## config.mk

```make
export PLATFORM = sky130hd
export DESIGN_NAME = muldiv_unit_flat
export DESIGN_NICKNAME = d
export VERILOG_FILES = /design/src/rtl/muldiv_unit_if.sv /design/src/rtl/muldiv_unit.sv /design/src/flat_wrapper.sv
export SDC_FILE = /design/constraint.sdc
export NUM_CORES = 1
export LEC_CHECK = 0
export CORE_MARGIN = 2
export CORE_UTILIZATION = 50
export CTS_CLUSTER_DIAMETER = 30
export CTS_CLUSTER_SIZE = 40
export DETAILED_ROUTE_END_ITERATION = 16
export GPL_ROUTABILITY_DRIVEN = 0
export PLACE_DENSITY = 0.75
export RECOVER_POWER = 100
export SYNTH_ARGS = -nofsm -noshare
export SYNTH_HDL_FRONTEND = slang
export SYNTH_SLANG_ARGS = --single-unit
```

## constraint.sdc

```tcl
create_clock -name i_clk -period 4.5 [get_ports i_clk]
set_clock_uncertainty 0.1 [all_clocks]
set_input_delay 0.675 -clock i_clk [delete_from_list [all_inputs] [get_ports i_clk]]
set_output_delay 0.675 -clock i_clk [all_outputs]
set_load 0.05 [all_outputs]
```

## src/rtl/muldiv_unit_if.sv

```systemverilog
// Request/response bundle between the execute stage and the iterative multiply/divide unit.
// The unit side uses the slave modport; the issuing side uses master.
interface muldiv_unit_if #(
  parameter int XLEN = 32
);
  logic            i_valid;
  logic            o_ready;
  logic [2:0]      i_muldiv_op;
  logic [XLEN-1:0] i_operand_a;
  logic [XLEN-1:0] i_operand_b;
  logic            o_valid;
  logic [XLEN-1:0] o_muldiv_data;

  modport master (
    output i_valid, i_muldiv_op, i_operand_a, i_operand_b,
    input  o_ready, o_valid, o_muldiv_data
  );

  modport slave (
    input  i_valid, i_muldiv_op, i_operand_a, i_operand_b,
    output o_ready, o_valid, o_muldiv_data
  );
endinterface

```

## src/rtl/muldiv_unit.sv

```systemverilog
// Iterative RV32M multiply/divide unit: radix-2 shift-add multiply, restoring divide,
// one request in flight, fixed XLEN+2 edge latency (single edge for divide-by-zero fast path).
module muldiv_unit #(
  parameter int XLEN      = 32,
  parameter bit FAST_ZERO = 1'b1
) (
  input logic          i_clk,
  input logic          i_rst,
  muldiv_unit_if.slave bus
);

  typedef enum logic [1:0] {
    S_IDLE = 2'd0,
    S_CALC = 2'd1,
    S_FIX  = 2'd2,
    S_DONE = 2'd3
  } state_t;

  localparam int CW = (XLEN > 1) ? $clog2(XLEN) : 1;
  localparam int W2 = 2 * XLEN;

  localparam logic [2:0] OP_MUL    = 3'b000;
  localparam logic [2:0] OP_MULH   = 3'b001;
  localparam logic [2:0] OP_MULHSU = 3'b010;
  localparam logic [2:0] OP_MULHU  = 3'b011;
  localparam logic [2:0] OP_DIV    = 3'b100;
  localparam logic [2:0] OP_DIVU   = 3'b101;
  localparam logic [2:0] OP_REM    = 3'b110;
  localparam logic [2:0] OP_REMU   = 3'b111;

  function automatic logic [XLEN-1:0] negate_x(input logic [XLEN-1:0] v);
    return ~v + XLEN'(1);
  endfunction

  function automatic logic [W2-1:0] negate_2x(input logic [W2-1:0] v);
    return ~v + W2'(1);
  endfunction

  function automatic logic a_is_signed(input logic [2:0] op);
    return (op == OP_MUL) || (op == OP_MULH) || (op == OP_MULHSU) ||
           (op == OP_DIV) || (op == OP_REM);
  endfunction

  function automatic logic b_is_signed(input logic [2:0] op);
    return (op == OP_MUL) || (op == OP_MULH) || (op == OP_DIV) || (op == OP_REM);
  endfunction

  state_t          state_q, state_d;
  logic [CW-1:0]   count_q;
  logic [XLEN-1:0] result_q;

  logic [2:0]      op_q;
  logic [XLEN-1:0] a_q;
  logic [XLEN-1:0] addend_q;
  logic [XLEN-1:0] rem_q;
  logic [W2-1:0]   acc_q;
  logic            neg_q;
  logic            neg_r_q;
  logic            div0_q;

  logic                   accept;
  logic                   in_div;
  logic                   b_zero;
  logic                   take_fast;
  logic                   last_iter;
  logic signed [XLEN-1:0] opa_s;
  logic signed [XLEN-1:0] opb_s;
  logic                   sign_a;
  logic                   sign_b;
  logic [XLEN-1:0]        mag_a;
  logic [XLEN-1:0]        mag_b;

  logic [XLEN:0]   mul_sum;
  logic [XLEN:0]   div_shift;
  logic [XLEN:0]   div_diff;
  logic            div_ge;

  logic [W2-1:0]   prod;
  logic [XLEN-1:0] quo;
  logic [XLEN-1:0] rem_fix;
  logic [XLEN-1:0] fix_result;

  assign accept    = (state_q == S_IDLE) && bus.i_valid;
  assign in_div    = bus.i_muldiv_op[2];
  assign b_zero    = (bus.i_operand_b == '0);
  assign take_fast = FAST_ZERO && in_div && b_zero;
  assign last_iter = (count_q == CW'(XLEN - 1));

  assign opa_s  = signed'(bus.i_operand_a);
  assign opb_s  = signed'(bus.i_operand_b);
  assign sign_a = a_is_signed(bus.i_muldiv_op) && (opa_s < 0);
  assign sign_b = b_is_signed(bus.i_muldiv_op) && (opb_s < 0);
  assign mag_a  = sign_a ? negate_x(bus.i_operand_a) : bus.i_operand_a;
  assign mag_b  = sign_b ? negate_x(bus.i_operand_b) : bus.i_operand_b;

  // State register
  always_ff @(posedge i_clk) begin
    if (i_rst) begin
      state_q <= S_IDLE;
    end else begin
      state_q <= state_d;
    end
  end

  // Next-state logic
  always_comb begin
    state_d = state_q;
    unique case (state_q)
      S_IDLE: begin
        if (bus.i_valid) begin
          state_d = take_fast ? S_DONE : S_CALC;
        end
      end
      S_CALC:  state_d = last_iter ? S_FIX : S_CALC;
      S_FIX:   state_d = S_DONE;
      S_DONE:  state_d = S_IDLE;
      default: state_d = S_IDLE;
    endcase
  end

  // Handshake outputs decoded from state
  always_comb begin
    bus.o_ready = 1'b0;
    bus.o_valid = 1'b0;
    unique case (state_q)
      S_IDLE:  bus.o_ready = 1'b1;
      S_DONE:  bus.o_valid = 1'b1;
      default: ;
    endcase
  end

  assign bus.o_muldiv_data = result_q;

  // Iteration counter and result register; both clear on reset so an aborted op leaves no trace
  always_ff @(posedge i_clk) begin
    if (i_rst) begin
      count_q  <= '0;
      result_q <= '0;
    end else begin
      unique case (state_q)
        S_IDLE: begin
          count_q <= '0;
          if (accept && take_fast) begin
            result_q <= bus.i_muldiv_op[1] ? bus.i_operand_a : '1;
          end
        end
        S_CALC:  count_q  <= last_iter ? '0 : count_q + CW'(1);
        S_FIX:   result_q <= fix_result;
        default: ;
      endcase
    end
  end

  // One iteration step: multiply adds the multiplicand under the multiplier LSB then shifts right;
  // divide shifts the next dividend bit into the partial remainder and trial-subtracts.
  assign mul_sum   = {1'b0, acc_q[W2-1:XLEN]} + (acc_q[0] ? {1'b0, addend_q} : '0);
  assign div_shift = {rem_q, acc_q[XLEN-1]};
  assign div_diff  = div_shift - {1'b0, addend_q};
  assign div_ge    = ~div_diff[XLEN];

  // Operand capture and datapath iteration
  always_ff @(posedge i_clk) begin
    if (accept) begin
      op_q    <= bus.i_muldiv_op;
      a_q     <= bus.i_operand_a;
      neg_q   <= sign_a ^ sign_b;
      neg_r_q <= sign_a;
      div0_q  <= in_div && b_zero;
      if (in_div) begin
        addend_q <= mag_b;
        acc_q    <= {{XLEN{1'b0}}, mag_a};
        rem_q    <= '0;
      end else begin
        addend_q <= mag_a;
        acc_q    <= {{XLEN{1'b0}}, mag_b};
      end
    end else if (state_q == S_CALC) begin
      if (op_q[2]) begin
        rem_q             <= div_ge ? div_diff[XLEN-1:0] : div_shift[XLEN-1:0];
        acc_q[XLEN-1:0]   <= {acc_q[XLEN-2:0], div_ge};
      end else begin
        acc_q <= {mul_sum, acc_q[XLEN-1:1]};
      end
    end
  end

  // Sign correction and result select; division by zero overrides the iterated values
  always_comb begin
    prod       = neg_q ? negate_2x(acc_q) : acc_q;
    quo        = neg_q ? negate_x(acc_q[XLEN-1:0]) : acc_q[XLEN-1:0];
    rem_fix    = neg_r_q ? negate_x(rem_q) : rem_q;
    fix_result = '0;
    unique case (op_q)
      OP_MUL:                       fix_result = prod[XLEN-1:0];
      OP_MULH, OP_MULHSU, OP_MULHU: fix_result = prod[W2-1:XLEN];
      OP_DIV, OP_DIVU:              fix_result = div0_q ? '1 : quo;
      OP_REM, OP_REMU:              fix_result = div0_q ? a_q : rem_fix;
      default:                      fix_result = '0;
    endcase
  end

endmodule
```

## src/flat_wrapper.sv

```systemverilog
// flat-port wrapper written by rule: the top's interface ports become plain ports
module muldiv_unit_flat 
#(
  parameter int XLEN      = 32,
  parameter bit FAST_ZERO = 1'b1
)
  (i_clk, i_rst, bus_i_valid, bus_i_muldiv_op, bus_i_operand_a, bus_i_operand_b, bus_o_ready, bus_o_valid, bus_o_muldiv_data);
  muldiv_unit_if #(.XLEN(XLEN)) bus_i ();
  input logic i_clk;
  input logic i_rst;
  input wire logic [$bits(bus_i.i_valid)-1:0] bus_i_valid;
  input wire logic [$bits(bus_i.i_muldiv_op)-1:0] bus_i_muldiv_op;
  input wire logic [$bits(bus_i.i_operand_a)-1:0] bus_i_operand_a;
  input wire logic [$bits(bus_i.i_operand_b)-1:0] bus_i_operand_b;
  output wire logic [$bits(bus_i.o_ready)-1:0] bus_o_ready;
  output wire logic [$bits(bus_i.o_valid)-1:0] bus_o_valid;
  output wire logic [$bits(bus_i.o_muldiv_data)-1:0] bus_o_muldiv_data;
  assign bus_i.i_valid = bus_i_valid;
  assign bus_i.i_muldiv_op = bus_i_muldiv_op;
  assign bus_i.i_operand_a = bus_i_operand_a;
  assign bus_i.i_operand_b = bus_i_operand_b;
  assign bus_o_ready = bus_i.o_ready;
  assign bus_o_valid = bus_i.o_valid;
  assign bus_o_muldiv_data = bus_i.o_muldiv_data;
  muldiv_unit #(.XLEN(XLEN), .FAST_ZERO(FAST_ZERO)) u_core (.i_clk(i_clk), .i_rst(i_rst), .bus(bus_i));
endmodule
```

==> reports/metrics.cfg, run 1 <==
[floorplanning]
core_region_area_um2=32600
placement_rows=66
initial_core_util_pct=50.8
die_h_um=186
die_w_um=186
ios=104
dieArea_um2=34600

[routing]
drc=0
antenna_left=0
route.vias.total=16400
routedWlPerCell_um=22.4
totalWireLength_um=56000
m1WireLength_um=21500
wl_met2_um=24500
drt_iter0_drc=2279
dr_wl_met3_um=6450
dr.pass1.iters=9
viasPerCell=6.57
routed.top_layer=met4

[worst_setup_path]
timing.rr.start=u_core.state_q[1]
rr_worst_depth=8
cp.arrival_ns=4.40
critPathMaxFanout=50
end_kind=flop
rrSetupSlack_ns=0.35
crit_slowest_cell=clkbuf_1
crit_chain=buf_2 > clkbuf_1 > nand3b_1 > a21oi_4 > buf_4
critPathRequiredTime_ns=4.57
start_kind=input pin
slowest_delay_ns=2.30
r2r-end=u_core.bus.o_muldiv_data[30]
worstSetupPathType=in2reg

[clocking]
postCtsResizedCells=0
cts.htree.levels=2
root_buffer=clkbuf_16
clkLatencyLatePin_ns=0.57
post_cts_buffers=0
cts_tree=yes
cts.sinks=205
clk_path_buf_depth=3
holdBufCountCts=0
cts_made_buffers=53
cts.clk_slew.worst_paths_ns=0.05

[sta]
max-slew-margin-rel_pct=-115
max_freq_mhz=231
drv_slew=85
setup_viol=0
min_period_ns=4.32
min_period_over_period_pct=96.1
hold_viol_final=0
timing.final.ws_setup_ns=0.177
fin_setup_tns_ns=0
worst_pin_slew_ns=3.22
rsz0062_at_grt=false

[global_route]
grt_pass1_vias=15300
grt_max_degree=85
grt_usage_pct=31.9
grt_pass1_wl_um=85100
grt_overflow=0
antenna_found_initial=0

[job]
drv_cap=3

[min_path]
hp-start=u_core.bus.o_muldiv_data[29]
hold_path_end=u_core.bus.o_muldiv_data[29]
hold_depth=2
hp-class=reg2reg

[pwr]
peakVddDrop_mv=0.349
power_frac_comb_pct=31.6
power_uw=9860
clock_power_share_pct=38.7
leakage_uw=0.00770
p_sw_uw=3490
internal_power_uw=6360
power_density_nw_per_um2=496
swShare_pct=35.4
seqPwrFrac_pct=29.7

[placed_design]
placedCellCount=2398
place_hpwl_um=40900
pre_cts_ws_ns=0.260
numPortBuffers=103

[finish]
syn2layout_area_growth_pct=20.0
n_antenna_cell=0
final_nets=2153
stdcell_count=2496
drive_gt1_share_pct=7.55
nFillCells=2761

[synthesis]
synthMuxAreaShare_pct=6.49
post-synth-top-area-cell=edfxtp_1
synth-compound-area-share_pct=21.7
postSynthCellCount=1914
synthArstFlopShare_pct=0
yosysMostFrequentCell=nor2_1
synth.area.top_cells=edfxtp_1 30%, mux2i_1 6.2%, xnor2_1 5.5%
synth_xor_area_share_pct=9.67
postSynthAreaPerCell_um2=8.66
synth_common_cells=210 x nor2_1, 166 x edfxtp_1, 156 x a21oi_1, 142 x nand2_1, 118 x o21ai_0
synth_edf_count=166
yosysWarnings=0
yosys.area_share.simple_pct=17.7
synth_top_flop_cell=edfxtp_1
syn_nets=2056
synth_top_area_share_pct=30.1
ys_ff_latch=205
synthDistinctLibCells=79
synth_top_family_by_area=compound AO/OA/AOI/OAI gates
synthAdderAreaFrac_pct=5.53
synth.cell_area_um2=16600
ys_seq_area_share_pct=34.8

[status]
status=finished, violations left
violations=capacitance limit, slew limit

-- worst max path at each step --
stage	from	to	slack, ns	depth (start not counted)
2_1_floorplan	bus_i_valid	u_core.a_q[0]	0.56	3
3_3_place_gp	bus_i_operand_b[2]	u_core.bus.o_muldiv_data[30]	0.35	10
3_5_place_dp	bus_i_operand_b[2]	u_core.bus.o_muldiv_data[2]	0.26	10
4_1_cts	u_core.acc_q[0]	u_core.acc_q[59]	0.37	12
5_1_grt	bus_i_muldiv_op[2]	u_core.rem_q[30]	0.07	5
6_report	bus_i_muldiv_op[2]	u_core.rem_q[31]	0.18	5
-- final cells by class --
cell class,instances,area (µm²),share of cell area [%]
clock inverter,37,382,1.92
clock buffer,61,1420,7.14
sequential,205,5770,29.0
multi-input combinational,1528,10200,51.1
tap,442,553,2.78
timing repair buffer,146,1310,6.60
inverter,77,294,1.48
-- kinds of logic (layout without fill, tap and decap cells) --
group	Yosys count	count (layout)
adder cells (fa/ha/maj)	72	72
flip-flops	205	205
XOR/XNOR	183	183
buffers and inverters	181	321
AO/OA/AOI/OAI	558	558
AND/OR/NAND/NOR	608	608
multiplexers	107	107
-- flip-flops by register name, indices dropped and copies added (netlist names), 2 cells and up --
name                      count
u_core.acc_q                 64
u_core.a_q                   32
u_core.addend_q              32
u_core.bus.o_muldiv_data     32
u_core.rem_q                 32
u_core.count_q                5
u_core.op_q                   3
u_core.state_q                2
-- cells in the final DEF (no fill, tap or decap), types with 34 or more instances in the layout --
cell	count
xnor2_1	105
clkbuf_16	55
mux2i_1	103
nor2_1	208
clkdlybuf4s50_1	36
xor2_1	77
nand2_1	142
ha_1	70
dlygate4sd3_1	66
edfxtp_1	166
o22ai_1	36
o31ai_1	34
a21oi_1	154
nor3_1	56
dfxtp_1	39
o21ai_0	118
inv_1	72
-- critical path, delay by kind of cell --
family	cells	cell delay (ns)
buffers and inverters	3	2.92
AND/OR/NAND/NOR	1	0.49
AO/OA/AOI/OAI	1	0.30
-- per-stage QoR --
step / utilization [%] / hold WS [ns] / instance area [µm²]
6_report: 61.0 / 0.436 / 19900
5_1_grt: 61.0 / 0.460 / 19900
4_1_cts: 61.1 / 0.416 / 19900
3_5_place_dp: 55.6 / 0.412 / 18100
3_3_place_gp: 55.6 / 0.377 / 18100
2_1_floorplan: - / 0.366 / 16600
-- power groups by stage --
stage,Clock (µW),Combinational [µW],Sequential [µW]
CTS,3820,3070,2900
global placement,0,2950,2920
floorplan,0,2350,2730
detailed placement,0,3030,2930
finish,3810,3120,2930
global route,3930,3440,2940
-- metal layers --
| metal | track usage [%] | vias up |
|---|---|---|
| met1 | 41.2 | 7757 |
| met2 | 48.8 | 1038 |
| met4 | 18.3 | 0 |
| met5 | 0 | - |
| li1 | - | 7375 |
| met3 | 7.57 | 227 |
Power figures use the tool's default switching activity.
==> run 2, diff against run 1 <==
--- a/config.mk
+++ b/config.mk
@@ -5,7 +5,6 @@
 export SDC_FILE = /design/constraint.sdc
 export NUM_CORES = 1
 export LEC_CHECK = 0
-export CORE_MARGIN = 2
 export CORE_UTILIZATION = 50
 export CTS_CLUSTER_DIAMETER = 30
 export CTS_CLUSTER_SIZE = 40
==> run 2 against run 1 <==
  * The flow still finishes with violations (capacitance limit, slew limit)
  * Power up 3.3%
  * Combinational power about the same
  * Worst hold slack got worse by 0.031 ns
  * First-iteration DRC count shrank 3.6%
  * Largest power group unchanged
  * Register-to-register slack got worse by 0.13 ns
  * Non-clock buffer count grew 1
  * Global-route usage rose by 0.79 points
  * Largest cell class unchanged
  * Maximum frequency increased by 1.1%
  * Routed wire length decreased by 0.36%
==> reports/metrics.cfg, run 2 (same netlist as run 1, synthesis figures left out) <==
[status]
status=finished, violations left  ; unchanged
violations=capacitance limit, slew limit  ; unchanged

[clocking]
cts.sinks=205  ; unchanged
post_cts_buffers=0  ; unchanged
postCtsResizedCells=0  ; unchanged
cts_made_buffers=55  ; was 53
clkLatencyLatePin_ns=0.57  ; about the same
root_buffer=clkbuf_16  ; unchanged
cts.htree.levels=2  ; unchanged
cts_tree=yes  ; unchanged
clk_path_buf_depth=3  ; unchanged
holdBufCountCts=0  ; unchanged
cts.clk_slew.worst_paths_ns=0.05  ; about the same

[global_route]
grt_overflow=0  ; unchanged
grt_usage_pct=32.7  ; was 31.9%
antenna_found_initial=0  ; unchanged
grt_pass1_vias=15400  ; was 15,300
grt_pass1_wl_um=85700  ; was 85,100 µm
grt_max_degree=68  ; was 85

[worst_setup_path]
cp.arrival_ns=4.48  ; was 4.40 ns
cp_num_buf_inv=1  ; was 3
critPathMaxFanout=13  ; was 50
critPathTopFamily=compound AO/OA/AOI/OAI gates  ; was buffers and inverters
worstSetupPathType=reg2reg  ; was in2reg
start_kind=flop  ; was input pin
crit_chain=clkinv_1 > nor2_1 > ha_1 > a211oi_1 > o21ai_0 > a211oi_1 > o22ai_1 > or4_1 > a31o_2 > a21oi_1 > nand2b_1 > a21oi_1  ; was buf_2 > clkbuf_1 > nand3b_1 > a21oi_4 > buf_4
slowest_delay_ns=0.47  ; was 2.30 ns
critPathRequiredTime_ns=4.70  ; was 4.57 ns
end_kind=flop  ; unchanged
crit_slowest_cell=or4_1  ; was clkbuf_1

[finish]
post-route-cell-area_um2=20000  ; was 19,900 µm²
largest_reg_flops=64  ; unchanged
drive_gt1_share_pct=7.72  ; was 7.55%
largest_register=u_core.acc_q  ; unchanged
syn2layout_area_growth_pct=20.8  ; was 20.0%
layout_common_cells=208 x nor2_1, 166 x edfxtp_1, 155 x a21oi_1, 142 x nand2_1, 118 x o21ai_0  ; was 208 x nor2_1, 166 x edfxtp_1, 154 x a21oi_1, 142 x nand2_1, 118 x o21ai_0
final_common_cell=nor2_1  ; unchanged
n_antenna_cell=0  ; unchanged
final_nets=2156  ; was 2,153

[floorplanning]
die_h_um=184  ; was 186 µm
core_region_area_um2=32500  ; was 32,600 µm²
placement_rows=66  ; unchanged
initial_core_util_pct=50.9  ; was 50.8%
dieArea_um2=33900  ; was 34,600 µm²
ios=104  ; unchanged
die_w_um=184  ; was 186 µm

[routing]
drc=0  ; unchanged
dr.pass1.iters=7  ; was 9
drt_iter0_drc=2197  ; was 2,279
antenna_left=0  ; unchanged
route.vias.total=16300  ; was 16,400
totalWireLength_um=55800  ; was 56,000 µm
routedWlPerCell_um=22.3  ; was 22.4 µm
viasPerCell=6.52  ; was 6.57

[pwr]
peakVddDrop_mv=0.457  ; was 0.349 mV
power_density_nw_per_um2=509  ; was 496 nW/µm²
p_sw_uw=3570  ; was 3490 µW
swShare_pct=35.0  ; was 35.4%
internal_power_uw=6620  ; was 6360 µW
leakage_uw=0.00777  ; was 0.00770 µW
clock_power_share_pct=40.6  ; was 38.7%
power_uw=10200  ; was 9860 µW
power_frac_comb_pct=30.8  ; was 31.6%
seqPwrFrac_pct=28.6  ; was 29.7%

[placed_design]
numPortBuffers=103  ; unchanged
place_hpwl_um=41000  ; was 40,900 µm
placed_cell_area_um2=18200  ; was 18,100 µm²

[sta]
min_period_over_period_pct=95.1  ; was 96.1%
worst_pin_slew_ns=2.37  ; was 3.22 ns
setup_viol=0  ; unchanged
max-slew-margin-rel_pct=-58.2  ; was -115%
fin_setup_tns_ns=0  ; unchanged
rsz0062_at_grt=false  ; unchanged
max_freq_mhz=234  ; was 231 MHz
hold_viol_final=0  ; unchanged
drv_slew=114  ; was 85
min_period_ns=4.28  ; was 4.32 ns

[job]
drv_cap=4  ; was 3

[min_path]
hp-class=reg2reg  ; unchanged

[run 2: changes by cell type in the layout (fill, tap and decap cells not counted), moves of 2 or more]
| cell | previous run | this run |
|---|---|---|
| or2_0 | 0 | 2 |
| clkbuf_1 | 13 | 16 |
| inv_8 | 1 | 3 |
| clkinv_1 | 10 | 5 |
| inv_6 | 2 | 7 |
| clkbuf_16 | 55 | 57 |
| clkinv_4 | 7 | 1 |
| clkinv_2 | 10 | 13 |
| bufinv_16 | 6 | 8 |
| clkbuf_8 | 2 | 5 |
[run 2: area by class of cell]
| cell class | count | area [µm²] |
|---|---|---|
| flip-flops and latches | 205 | 5770 |
| repair buffers | 147 | 1320 |
| clock inverters | 38 | 447 |
| inverters | 77 | 290 |
| clock buffers | 65 | 1510 |
| multi-input cells | 1528 | 10100 |
| well taps | 442 | 553 |
| fillers | 2761 | 12500 |
[run 2: path summary, 6_finish.rpt]
kind | depth (start not counted) | slack (ns) | startpoint | end
worst min register to register | 2 | 0.41 | u_core.count_q[2] | u_core.count_q[2]
worst max-delay path | 12 | 0.22 | u_core.acc_q[0] | u_core.acc_q[63]
worst max register to register | 12 | 0.22 | u_core.acc_q[0] | u_core.acc_q[63]
worst min-delay path | 2 | 0.41 | u_core.count_q[2] | u_core.count_q[2]
[run 2: worst reg2reg max path: stages, from the launching register on]
cell and delay, ns:
edfxtp_1 0.45, clkinv_1 0.38, nor2_1 0.24, ha_1 0.29
a211oi_1 0.35, o21ai_0 0.24, a211oi_1 0.43, o22ai_1 0.25
or4_1 0.47, a31o_2 0.25, a21oi_1 0.31, nand2b_1 0.17
a21oi_1 0.06
[run 2: power groups by stage]
stage | Clock, µW | Sequential [µW] | Combinational, µW
after detailed placement | 0 | 2920 | 3060
after global routing | 4240 | 2940 | 3440
after floorplan | 0 | 2730 | 2350
final | 4130 | 2920 | 3130
after global placement | 0 | 2910 | 2970
after CTS | 4140 | 2890 | 3090
[run 2: metrics by stage]
step / util [%] / std cells / setup slack [ns] / hold WS, ns
after detailed placement: 55.8 / 2399 / 0.215 / 0.401
after global routing: 61.5 / 2502 / 0.00669 / 0.430
after floorplan: - / 1914 / 0.564 / 0.366
after CTS: 61.8 / 2502 / 0.332 / 0.410
after global placement: 55.8 / 2399 / 0.387 / 0.376
final: 61.5 / 2502 / 0.222 / 0.405
[run 2: per-layer routing]
layer	up-vias	GRT usage, %	share of wire [%]
met5	-	0	0
li1	7380	-	-
met1	7655	41.7	38
met4	0	18.2	6.1
met2	1074	51.3	45
met3	209	7.19	11
